**src/rtl/hss_pkg.sv**
```systemverilog
// Shared definitions for the filterbank sequencer: FSM encoding and config-bus width.
package hss_pkg;

  localparam int unsigned CFG_W = 8;

  typedef enum logic [1:0] {
    ST_IDLE    = 2'd0,
    ST_ISSUE   = 2'd1,
    ST_COLLECT = 2'd2
  } fsm_state_e;

endpackage : hss_pkg

```
**src/rtl/axis_out_reg.sv**
```systemverilog
// Single-entry AXI-Stream register slice; accepts a new beat in the same cycle the held one drains.
module axis_out_reg #(
  parameter int unsigned WIDTH  = 32,
  parameter int unsigned USER_W = 8
) (
  input  logic              clk,
  input  logic              rst_n,
  input  logic              i_load,
  input  logic [WIDTH-1:0]  i_tdata,
  input  logic [USER_W-1:0] i_tuser,
  input  logic              i_tlast,
  input  logic              i_tready,
  output logic              o_tvalid,
  output logic [WIDTH-1:0]  o_tdata,
  output logic [USER_W-1:0] o_tuser,
  output logic              o_tlast,
  output logic              o_ready_c
);

  logic              r_valid;
  logic [WIDTH-1:0]  r_data;
  logic [USER_W-1:0] r_user;
  logic              r_last;

  // Payload only changes on a load, so it stays stable while valid waits for the sink.
  always_ff @(posedge clk or negedge rst_n) begin
    if (!rst_n) begin
      r_valid <= 1'b0;
      r_data  <= '0;
      r_user  <= '0;
      r_last  <= 1'b0;
    end else if (i_load) begin
      r_valid <= 1'b1;
      r_data  <= i_tdata;
      r_user  <= i_tuser;
      r_last  <= i_tlast;
    end else if (i_tready) begin
      r_valid <= 1'b0;
    end
  end

  assign o_ready_c = !r_valid || i_tready;
  assign o_tvalid  = r_valid;
  assign o_tdata   = r_data;
  assign o_tuser   = r_user;
  assign o_tlast   = r_last;

endmodule : axis_out_reg

```
**src/rtl/filterbank_sequencer.sv**
```systemverilog
// Time-multiplexes one FIR engine across NUM_FILTERS coefficient sets per input sample,
// tagging each result with its filter index and marking the last one.
module filterbank_sequencer
  import hss_pkg::*;
#(
  parameter int unsigned NUM_FILTERS = 24,
  parameter int unsigned WIDTH       = 32
) (
  input  logic             aclk,
  input  logic             aresetn,

  input  logic [WIDTH-1:0] s_axis_data_tdata,
  input  logic             s_axis_data_tvalid,
  output logic             s_axis_data_tready,

  output logic [WIDTH-1:0] m_axis_fir_data_tdata,
  output logic             m_axis_fir_data_tvalid,
  input  logic             m_axis_fir_data_tready,

  output logic [CFG_W-1:0] m_axis_fir_config_tdata,
  output logic             m_axis_fir_config_tvalid,
  input  logic             m_axis_fir_config_tready,

  input  logic [WIDTH-1:0] s_axis_fir_result_tdata,
  input  logic             s_axis_fir_result_tvalid,
  output logic             s_axis_fir_result_tready,

  output logic [WIDTH-1:0] m_axis_out_tdata,
  output logic             m_axis_out_tvalid,
  input  logic             m_axis_out_tready,
  output logic [CFG_W-1:0] m_axis_out_tuser,
  output logic             m_axis_out_tlast,

  output logic             busy
);

  localparam logic [CFG_W-1:0] LAST_IDX = CFG_W'(NUM_FILTERS - 1);

  fsm_state_e       r_state;
  fsm_state_e       w_state_nxt;
  logic [WIDTH-1:0] r_sample;
  logic [CFG_W-1:0] r_idx;
  logic             r_data_vld;
  logic             r_cfg_vld;

  logic w_sample_hs;
  logic w_data_done;
  logic w_cfg_done;
  logic w_res_ready;
  logic w_res_hs;
  logic w_is_last;
  logic w_enter_issue;
  logic w_out_ready_c;

  assign w_sample_hs   = (r_state == ST_IDLE) && s_axis_data_tvalid;
  assign w_data_done   = !r_data_vld || m_axis_fir_data_tready;
  assign w_cfg_done    = !r_cfg_vld || m_axis_fir_config_tready;
  assign w_res_ready   = (r_state == ST_COLLECT) && w_out_ready_c;
  assign w_res_hs      = w_res_ready && s_axis_fir_result_tvalid;
  assign w_is_last     = (r_idx == LAST_IDX);
  assign w_enter_issue = (w_state_nxt == ST_ISSUE) && (r_state != ST_ISSUE);

  always_ff @(posedge aclk or negedge aresetn) begin
    if (!aresetn) r_state <= ST_IDLE;
    else          r_state <= w_state_nxt;
  end

  always_comb begin
    w_state_nxt = r_state;
    case (r_state)
      ST_IDLE:    if (w_sample_hs) w_state_nxt = ST_ISSUE;
      ST_ISSUE:   if (w_data_done && w_cfg_done) w_state_nxt = ST_COLLECT;
      ST_COLLECT: if (w_res_hs) w_state_nxt = w_is_last ? ST_IDLE : ST_ISSUE;
      default:    w_state_nxt = ST_IDLE;
    endcase
  end

  // Sample/index latch and the two independent issue valids for the FIR engine.
  always_ff @(posedge aclk or negedge aresetn) begin
    if (!aresetn) begin
      r_sample   <= '0;
      r_idx      <= '0;
      r_data_vld <= 1'b0;
      r_cfg_vld  <= 1'b0;
    end else begin
      if (w_sample_hs) begin
        r_sample <= s_axis_data_tdata;
        r_idx    <= '0;
      end else if (w_res_hs && !w_is_last) begin
        r_idx <= r_idx + CFG_W'(1);
      end

      if (w_enter_issue) begin
        r_data_vld <= 1'b1;
        r_cfg_vld  <= 1'b1;
      end else begin
        if (m_axis_fir_data_tready)   r_data_vld <= 1'b0;
        if (m_axis_fir_config_tready) r_cfg_vld  <= 1'b0;
      end
    end
  end

  axis_out_reg #(
    .WIDTH  (WIDTH),
    .USER_W (CFG_W)
  ) u_out_reg (
    .clk       (aclk),
    .rst_n     (aresetn),
    .i_load    (w_res_hs),
    .i_tdata   (s_axis_fir_result_tdata),
    .i_tuser   (r_idx),
    .i_tlast   (w_is_last),
    .i_tready  (m_axis_out_tready),
    .o_tvalid  (m_axis_out_tvalid),
    .o_tdata   (m_axis_out_tdata),
    .o_tuser   (m_axis_out_tuser),
    .o_tlast   (m_axis_out_tlast),
    .o_ready_c (w_out_ready_c)
  );

  assign s_axis_data_tready       = (r_state == ST_IDLE);
  assign busy                     = (r_state != ST_IDLE);
  assign m_axis_fir_data_tdata    = r_sample;
  assign m_axis_fir_data_tvalid   = r_data_vld;
  assign m_axis_fir_config_tdata  = r_idx;
  assign m_axis_fir_config_tvalid = r_cfg_vld;
  assign s_axis_fir_result_tready = w_res_ready;

endmodule : filterbank_sequencer

```
**config.mk**
```make
export PLATFORM = sky130hd
export DESIGN_NAME = filterbank_sequencer
export DESIGN_NICKNAME = d
export VERILOG_FILES = /design/src/rtl/hss_pkg.sv /design/src/rtl/axis_out_reg.sv /design/src/rtl/filterbank_sequencer.sv
export SDC_FILE = /design/constraint.sdc
export NUM_CORES = 1
export LEC_CHECK = 0
export CORE_ASPECT_RATIO = 0.75
export CORE_UTILIZATION = 41
export CTS_CLUSTER_SIZE = 40
export DETAILED_ROUTE_END_ITERATION = 6
export PLACE_DENSITY = 0.8
export REMOVE_ABC_BUFFERS = 1
export SLEW_MARGIN = 20
export SYNTH_ARGS = -nofsm -noshare
export SYNTH_HDL_FRONTEND = slang
export SYNTH_SLANG_ARGS = --single-unit
```
**constraint.sdc**
```tcl
create_clock -name aclk -period 2.4 [get_ports aclk]
set_input_delay 0.36 -clock aclk [delete_from_list [all_inputs] [get_ports aclk]]
set_output_delay 0.36 -clock aclk [all_outputs]
set_load 0.02 [all_outputs]
```
==> results of run 1 <==
registers in the layout (all words and copies together) (netlist names):
| register | flops |
|---|---|
| r_state | 2 |
| u_out_reg.o_tlast | 1 |
| m_axis_fir_data_tdata | 32 |
| u_out_reg.o_tdata | 32 |
| u_out_reg.o_tuser | 8 |
| u_out_reg.o_tvalid | 1 |
| m_axis_fir_config_tvalid | 1 |
| m_axis_fir_data_tvalid | 1 |
| m_axis_fir_config_tdata | 8 |
path summary, 6_finish.rpt:
check | startpoint | to | cells after the start
max in group asynchronous | aresetn | m_axis_fir_data_tdata[20]$_DFFE_PN0P_ | 2
worst max-delay path | r_state[0]$_DFF_PN0_ | s_axis_fir_result_tready | 3
worst min-delay path | aresetn | u_out_reg.o_tdata[17]$_DFFE_PN0P_ | 1
worst min register to register | m_axis_fir_data_tdata[25]$_DFFE_PN0P_ | m_axis_fir_data_tdata[25]$_DFFE_PN0P_ | 2
min in group aclk | m_axis_fir_data_tdata[25]$_DFFE_PN0P_ | m_axis_fir_data_tdata[25]$_DFFE_PN0P_ | 2
worst max register to register | m_axis_fir_config_tdata[5]$_DFFE_PN0P_ | m_axis_fir_config_tdata[7]$_DFFE_PN0P_ | 4
area by class of cell:
type | instances | area (sq um) | share of cell area
Clock buffer | 12 | 155 | 0.0294
Clock inverter | 4 | 31.3 | 0.00592
Inverter | 3 | 11.3 | 0.00213
Multi-Input combinational cell | 272 | 1160 | 0.220
Sequential cell | 86 | 2150 | 0.407
Tap cell | 105 | 131 | 0.0249
Timing Repair Buffer | 165 | 1640 | 0.311
critical path, delay by kind of cell (launching register included):
family | cells | cell delay, ns
flops | 1 | 0.44
simple gates | 2 | 0.32
buf+inv | 1 | 0.61
layer usage:
layer	up-vias	global-route usage	part of all wire
met2	101	0.348	0.47
li1	1493	-	-
met5	-	0	0
met1	1459	0.268	0.43
met4	0	0.0534	0.0062
met3	4	0.0901	0.085
synthesized netlist by cell type:
cell type / n
or3_1: 1
o21a_1: 1
dfrtp_1: 86
inv_1: 3
ha_1: 1
a32oi_1: 1
or4b_4: 1
nor2_1: 5
a22o_1: 1
o21ai_0: 4
or4_1: 2
mux2i_1: 1
nand2b_1: 4
and4_1: 1
nor3_1: 2
a21oi_1: 5
and3_1: 1
o311ai_0: 1
xnor2_1: 1
o211ai_1: 1
or2_2: 1
o31ai_1: 3
nand4_1: 1
nand2_1: 222
nor2b_1: 2
nor4_1: 1
or3_4: 1
nand3_1: 6
and2_1: 1
clkbuf_1: 17
power breakdown:
| group | switching [mW] | leakage [nW] | internal, mW |
|---|---|---|---|
| Combinational | 1.64 | 1.36 | 1.40 |
| Clock | 0.496 | 0.0848 | 0.435 |
| Sequential | 0.332 | 1.10 | 2.02 |
cell families after synthesis:
kind of cell	Yosys count	share of synthesized area
AOI/OAI and AO/OA	17	0.0322
xor gates and xnor gates	1	0.00259
adders and majority gates	1	0.00370
buffers and inverters	20	0.0222
DFF	86	0.636
muxes	1	0.00296
and+or+nand+nor	252	0.300
cell usage in the layout (no fill, tap or decap), drive strengths merged, types with 2 or more instances in the layout:
master / n
inv: 3
o31ai: 3
nor3: 2
a21oi: 5
nand2: 222
clkbuf: 12
o21ai: 4
nand3: 6
nor2: 5
clkdlybuf4s50: 156
nor2b: 2
buf: 9
nand2b: 4
or3: 2
dfrtp: 86
clkinvlp: 3
or4: 2
per-stage QoR:
step | hold WS (ns) | TNS, ns
3_5_place_dp | 0.417 | 0
5_1_grt | 0.0498 | 0
6_report | 0.0285 | 0
3_3_place_gp | 0.418 | 0
4_1_cts | 0.0345 | 0
2_1_floorplan | 0.0644 | -0.0760
==> flow_metrics.env, run 1 <==
export IMPL_drc_errors=0
export IMPL_period_share=0.860
export IMPL_syn2layout_area_growth_pct=56.2
export IMPL_clock_path_buffers=2
export IMPL_drv_slew=0
export IMPL_cts_sinks=86
export IMPL_insertion_delay_ns=0.34
export IMPL_ctsResizeCount=0
export IMPL_io_buffers=157
export IMPL_fin_nets=609
export IMPL_ys_types=30
export IMPL_n_fill_cell=675
export IMPL_core_sq_mm=0.00795
export IMPL_grt_max_degree=50
export IMPL_core_rowCount=28
export IMPL_io_pins=158
export IMPL_hold_buffers=0
export IMPL_antenna_found_initial=0
export IMPL_grt_pass1_vias=3002
export IMPL_track_usage=0.215
export IMPL_worst_pin_slew_ns=0.622
export IMPL_endpoint_kind="output pin"
export IMPL_initial_core_util=0.425
export IMPL_cts_root_buffer="clkbuf_8"
export IMPL_p_total_mw=6.32
export IMPL_slowest_delay_ns=0.61
export IMPL_place_congestion=0.843
export IMPL_synthTopCellsByArea="dfrtp_1 (64%), nand2_1 (25%), clkbuf_1 (1.9%)"
export IMPL_syn_area_per_cell_sq_um=8.95
export IMPL_r2r_slack_ns=0.58
export IMPL_wl_per_cell_um=13.3
export IMPL_yosys_area_top_type_share=0.636
export IMPL_yosysWarnings=0
export IMPL_place_area_sq_mm=0.00510
export IMPL_pre_cts_ws_ns=0.364
export IMPL_post_route_util=0.664
export IMPL_rsz0062_at_grt="false"
export IMPL_grt_ovfl_total=0
export IMPL_n_antenna_cell=0
export IMPL_crit_slowest_cell="clkdlybuf4s50_1"
export IMPL_postRouteAntennaNets=0
export IMPL_drv_cap=0
export IMPL_fp_dieH_um=80.7
export IMPL_fmax_ghz=0.485
export IMPL_h_tree_depth=3
export IMPL_fin_area_sq_mm=0.00528
export IMPL_ys_ff_latch=86
export IMPL_num_vias=3057
export IMPL_arrival_ns=1.70
export IMPL_dieArea_sq_mm=0.00862
export IMPL_p_leak_nw=2.54
export IMPL_placed_cells=631
export IMPL_finalSetupViolations=0
export IMPL_hpwlAfterDp_mm=6.29
export IMPL_routed_wl_mm=8.60
export IMPL_stdcell_count=647
export IMPL_tritoncts="built"
export IMPL_synth_yosys_seq_area_share=0.636
export IMPL_fin_ws_ns=0.336
export IMPL_syn_inst=378
export IMPL_relSlewSlack=0.585
export IMPL_hold_path_class="input port to asynchronous set/reset pin"
export IMPL_status="finished clean"
export IMPL_peakVddDrop_mv=0.701
export IMPL_cts_setup_buffers=0
export IMPL_cp_data_required_time_ns=2.04
export IMPL_grt_first_pass_wirelength_mm=14.2
export IMPL_finalClockSkew_ns=0.0109
export IMPL_layout_min_cycle_time_ns=2.06
export IMPL_cts_buffers=9
export IMPL_avgViaCountPerCell=4.72
export IMPL_first_pass_iters=4
export IMPL_crit_chain="nand2b_1, nor2_1, clkdlybuf4s50_1"
export IMPL_yosysTopAreaCell="dfrtp_1"
export IMPL_clk_pin_slew_ns=0.08
export IMPL_path_class="register to output pin"
export IMPL_power_per_cell_area_mw_per_mm2=1200
export IMPL_syn_area_sq_mm=0.00338
export IMPL_hold_violations=0
export IMPL_initialDrtViolationCount=200
export IMPL_die_w_um=107
export IMPL_worstPathMaxFanout=6
export IMPL_start_kind="register"
export IMPL_drive_gt1_frac=0.0517
Power figures use the tool's default switching activity.
==> inputs of run 2 (changes only) <==
--- a/config.mk
+++ b/config.mk
@@ -11,3 +11,3 @@
 export DETAILED_ROUTE_END_ITERATION = 6
-export PLACE_DENSITY = 0.8
+export PLACE_DENSITY = 0.9
 export REMOVE_ABC_BUFFERS = 1
--- a/constraint.sdc
+++ b/constraint.sdc
@@ -3,2 +3,2 @@
 set_output_delay 0.36 -clock aclk [all_outputs]
-set_load 0.02 [all_outputs]
+set_load 0.005 [all_outputs]
==> flow_metrics.env, run 2 (synthesis gave the netlist of run 1 again) <==
export IMPL_status="finished clean"
export IMPL_finalSetupViolations=0
export IMPL_place_area_sq_mm=0.00511
export IMPL_period_share=0.813
export IMPL_relSlewSlack=0.694
export IMPL_fp_dieH_um=80.7
export IMPL_clock_path_buffers=2
export IMPL_fmax_ghz=0.512
export IMPL_hold_path_class="register to register"
export IMPL_n_antenna_cell=0
export IMPL_ctsResizeCount=0
export IMPL_routed_wl_mm=8.71
export IMPL_initial_core_util=0.425
export IMPL_power_per_cell_area_mw_per_mm2=1110
export IMPL_drc_errors=0
export IMPL_cts_buffers=9
export IMPL_track_usage=0.210
export IMPL_dieArea_sq_mm=0.00862
export IMPL_layout_min_cycle_time_ns=1.95
export IMPL_place_congestion=0.809
export IMPL_worst_pin_slew_ns=0.458
export IMPL_finalClockSkew_ns=0.00614
export IMPL_die_w_um=107
export IMPL_path_class="register to output pin"
export IMPL_insertion_delay_ns=0.34
export IMPL_syn2layout_area_growth_pct=58.6
export IMPL_worstPathMaxFanout=6
export IMPL_num_vias=3113
export IMPL_io_buffers=157
export IMPL_tritoncts="built"
export IMPL_start_kind="register"
export IMPL_core_sq_mm=0.00795
export IMPL_finalSetupTns_ns=0
export IMPL_final_common_cell="nand2_1"
export IMPL_drv_cap=0
export IMPL_initialDrtViolationCount=165
export IMPL_grt_pass1_vias=2929
export IMPL_endpoint_kind="output pin"
export IMPL_core_rowCount=28
export IMPL_h_tree_depth=3
export IMPL_postRouteAntennaNets=0
export IMPL_hold_violations=0
export IMPL_arrival_ns=1.59
export IMPL_grt_first_pass_wirelength_mm=14.0
export IMPL_fin_nets=608
export IMPL_fin_ws_ns=0.448
export IMPL_hold_worst_slack_ns=0.479
export IMPL_peakVddDrop_mv=0.572
export IMPL_cp_data_required_time_ns=2.04
export IMPL_avgViaCountPerCell=4.82
export IMPL_grt_ovfl_total=0
export IMPL_fin_area_sq_mm=0.00537
export IMPL_final_cell_mix="nand2_1 (222), clkdlybuf4s50_1 (156), dfrtp_1 (86)"
export IMPL_clk_pin_slew_ns=0.08
export IMPL_p_total_mw=5.96
export IMPL_io_pins=158
export IMPL_drv_slew=0
export IMPL_pre_cts_ws_ns=0.297
export IMPL_p_leak_nw=2.57
export IMPL_cts_root_buffer="clkbuf_8"
export IMPL_antenna_found_initial=0
export IMPL_drive_gt1_frac=0.0481
export IMPL_hpwlAfterDp_mm=6.31
export IMPL_first_pass_iters=4
export IMPL_cts_sinks=86
export IMPL_grt_max_degree=52
export IMPL_rsz0062_at_grt="false"
export IMPL_wl_per_cell_um=13.5
-- run 2: cell types whose count changed in the layout (fill, tap and decap cells not counted) --
cell,previous run,this run
buf_12,1,3
buf_4,8,4
bufinv_16,0,3
clkbuf_8,11,10
clkinvlp_4,3,1
dlygate4sd3_1,0,1
-- run 2: worst paths after layout --
path / startpoint / end / slack [ns] / cells after the start
worst min-delay path: u_out_reg.o_tdata[31]$_DFFE_PN0P_ / u_out_reg.o_tdata[31]$_DFFE_PN0P_ / 0.48 / 2
max in group asynchronous: aresetn / m_axis_fir_data_tdata[28]$_DFFE_PN0P_ / 1.26 / 3
worst min register to register: u_out_reg.o_tdata[31]$_DFFE_PN0P_ / u_out_reg.o_tdata[31]$_DFFE_PN0P_ / 0.48 / 2
worst max register to register: r_state[1]$_DFF_PN0_ / m_axis_fir_config_tdata[6]$_DFFE_PN0P_ / 0.57 / 4
worst max-delay path: r_state[0]$_DFF_PN0_ / s_axis_fir_result_tready / 0.45 / 3
min in group asynchronous: aresetn / u_out_reg.o_tdata[4]$_DFFE_PN0P_ / 0.51 / 2
-- run 2: worst max-delay path, cell delays in order, from the launching register on --
cell and delay [ns]:
dfrtp_1 0.43, nand2b_1 0.20, nor2_1 0.12, clkdlybuf4s50_1 0.50
-- run 2: power breakdown --
group,internal [mW],total (mW),switching (mW)
clock,0.722,1.22,0.495
combinational,1.40,2.38,0.977
sequential,2.02,2.36,0.343
total,4.15,5.96,1.81
-- run 2: routing by layer --
metal / track usage / vias to the layer above / part of all wire
met5: 0 / - / 0
met2: 0.344 / 121 / 0.49
met4: 0.0411 / 0 / 0.0070
met1: 0.262 / 1484 / 0.42
met3: 0.0860 / 9 / 0.090
li1: - / 1499 / -
-- run 2: final cells by class --
type / instances / area [sq um]
Timing Repair Buffer: 164 / 1660
Inverter: 3 / 11.3
Fill cell: 645 / 2590
Multi-Input combinational cell: 272 / 1160
Clock buffer: 11 / 141
Sequential cell: 86 / 2150
Clock inverter: 5 / 106
Tap cell: 105 / 131
-- run 2: what timing repair did --
item,CTS,global route
hold endpoints to repair,35,0
hold buffers,1,0
setup buffers,0,0
-- run 2: through the flow --
step | utilization | std cells
floorplan | - | 361
global placement | 0.642 | 629
detailed placement | 0.642 | 629
CTS | 0.675 | 646
global route | 0.675 | 646
finish | 0.675 | 646
==> inputs of run 3 (changes only) <==
- clock period: 2.4 -> 2 ns (I/O delays scaled with it)
==> flow_metrics.env, run 3 (synthesis gave the netlist of run 1 again) <==
export IMPL_wl_per_cell_um=14.0
export IMPL_relSlewSlack=0.672
export IMPL_cts_root_buffer="clkbuf_8"
export IMPL_drv_cap=0
export IMPL_fin_ws_ns=0.150
export IMPL_place_congestion=0.833
export IMPL_hpwlAfterDp_mm=6.62
export IMPL_finalClockSkew_ns=0.0102
export IMPL_peakVddDrop_mv=0.681
export IMPL_layout_min_cycle_time_ns=1.85
export IMPL_die_w_um=107
export IMPL_insertion_delay_ns=0.34
export IMPL_hold_violations=0
export IMPL_status="finished clean"
export IMPL_final_common_cell="nand2_1"
export IMPL_r2r_start="m_axis_fir_config_tdata[6]$_DFFE_PN0P_"
export IMPL_routed_wl_mm=9.16
export IMPL_io_pins=158
export IMPL_worst_pin_slew_ns=0.491
export IMPL_track_usage=0.222
export IMPL_hold_worst_slack_ns=0.455
export IMPL_met3_length_um=686
export IMPL_top_layer_used="met4"
export IMPL_finalSetupTns_ns=0
export IMPL_drive_gt1_frac=0.0620
export IMPL_finalSetupViolations=0
export IMPL_grt_first_pass_wirelength_mm=14.8
export IMPL_tritoncts="built"
export IMPL_num_vias=3163
export IMPL_period_share=0.925
export IMPL_power_per_cell_area_mw_per_mm2=1300
export IMPL_drv_slew=0
export IMPL_cts_sinks=86
export IMPL_wl_met2_mm=4.58
export IMPL_start_kind="register"
export IMPL_cts_setup_buffers=0
export IMPL_pre_cts_ws_ns=0.0958
export IMPL_reg2reg_depth=4
export IMPL_initialDrtViolationCount=201
export IMPL_path_class="register to output pin"
export IMPL_drc_errors=0
export IMPL_postRouteAntennaNets=0
export IMPL_h_tree_depth=3
export IMPL_r2r_slack_ns=0.24
export IMPL_fin_nets=615
export IMPL_rsz0062_at_grt="false"
export IMPL_core_sq_mm=0.00795
export IMPL_hold_path_class="input port to asynchronous set/reset pin"
export IMPL_routedLengthMet1_mm=3.81
export IMPL_core_rowCount=28
export IMPL_fmax_ghz=0.541
export IMPL_n_antenna_cell=0
export IMPL_syn2layout_area_growth_pct=59.5
export IMPL_dieArea_sq_mm=0.00862
export IMPL_grt_pass1_vias=3059
export IMPL_io_buffers=157
export IMPL_fp_dieH_um=80.7
export IMPL_final_cell_mix="nand2_1 (222), clkdlybuf4s50_1 (155), dfrtp_1 (85)"
export IMPL_grt_max_degree=40
export IMPL_p_leak_nw=2.61
export IMPL_clk_pin_slew_ns=0.08
export IMPL_antenna_found_initial=0
export IMPL_n_fill_cell=650
export IMPL_clock_path_buffers=2
export IMPL_first_pass_iters=5
export IMPL_crit_reg2reg_capture="m_axis_fir_config_tdata[7]$_DFFE_PN0P_"
export IMPL_worstPathMaxFanout=6
export IMPL_endpoint_kind="output pin"
export IMPL_avgViaCountPerCell=4.84
export IMPL_initial_core_util=0.425
export IMPL_grt_ovfl_total=0
export IMPL_cp_data_required_time_ns=1.70
export IMPL_arrival_ns=1.55
export IMPL_cts_buffers=9
run 3: changes by cell type in the layout (fill, tap and decap cells not counted):
cell	before	now
clkinv_4	1	2
dfrtp_2	0	1
clkdlybuf4s50_1	156	155
buf_4	4	10
dfrtp_1	86	85
dlymetal6s2s_1	0	1
buf_12	3	4
bufinv_16	3	1
clkbuf_8	10	11
run 3: worst max-delay path by stage:
stage | from | to | slack [ns] | cells after the start
6_report | r_state[0]$_DFF_PN0_ | s_axis_data_tready | 0.15 | 2
3_3_place_gp | m_axis_out_tready | m_axis_fir_config_tdata[0]$_DFFE_PN0P_ | 0.20 | 6
3_5_place_dp | m_axis_out_tready | m_axis_fir_config_tdata[2]$_DFFE_PN0P_ | 0.1 | 6
4_1_cts | r_state[0]$_DFF_PN0_ | s_axis_fir_result_tready | 0.07 | 3
2_1_floorplan | r_state[0]$_DFF_PN0_ | m_axis_fir_config_tdata[4]$_DFFE_PN0P_ | -0.44 | 4
5_1_grt | r_state[1]$_DFF_PN0_ | s_axis_data_tready | 0.04 | 2
run 3: routing by layer:
layer  global-route usage  up-vias
met5                    0        -
met4               0.0603        0
met3               0.0714        8
met2                0.369      132
met1                0.279     1519
li1                     -     1504
run 3: worst max-delay path, stage by stage (launching register included):
cell and delay (ns):
dfrtp_2 0.44, nor2_1 0.23, clkdlybuf4s50_1 0.54
run 3: area by class of cell:
type                            instances  area, sq um  share of cell area
Sequential cell                        86         2150               0.399
Timing Repair Buffer                  171         1730               0.320
Multi-Input combinational cell        272         1160               0.215
Clock buffer                           12          155              0.0288
Tap cell                              105          131              0.0243
Clock inverter                          4         55.1              0.0102
Inverter                                3         11.3             0.00209
run 3: stage by stage:
| stage | power, mW | instance area (sq um) | instances | utilization |
|---|---|---|---|---|
| 6_report | 7.01 | 5400 | 653 | 0.679 |
| 5_1_grt | 7.53 | 5400 | 653 | 0.679 |
| 4_1_cts | 7.10 | 5390 | 653 | 0.678 |
| 3_5_place_dp | 5.80 | 5170 | 636 | 0.650 |
| 3_3_place_gp | 5.66 | 5170 | 636 | 0.650 |
| 2_1_floorplan | 3.76 | 3320 | 361 | - |
run 3: what timing repair did:
action                     4_1_cts  5_1_grt
setup endpoints to repair        0        1
hold endpoints to repair        36        0
hold buffers                     1        0
resized for setup                0        2
run 3: power by group:
part           leakage, nW  switching [mW]  internal (mW)
logic                 1.41            1.19           1.73
registers             1.09           0.420           2.43
clock network        0.103           0.598          0.651
total                 2.61            2.21           4.81
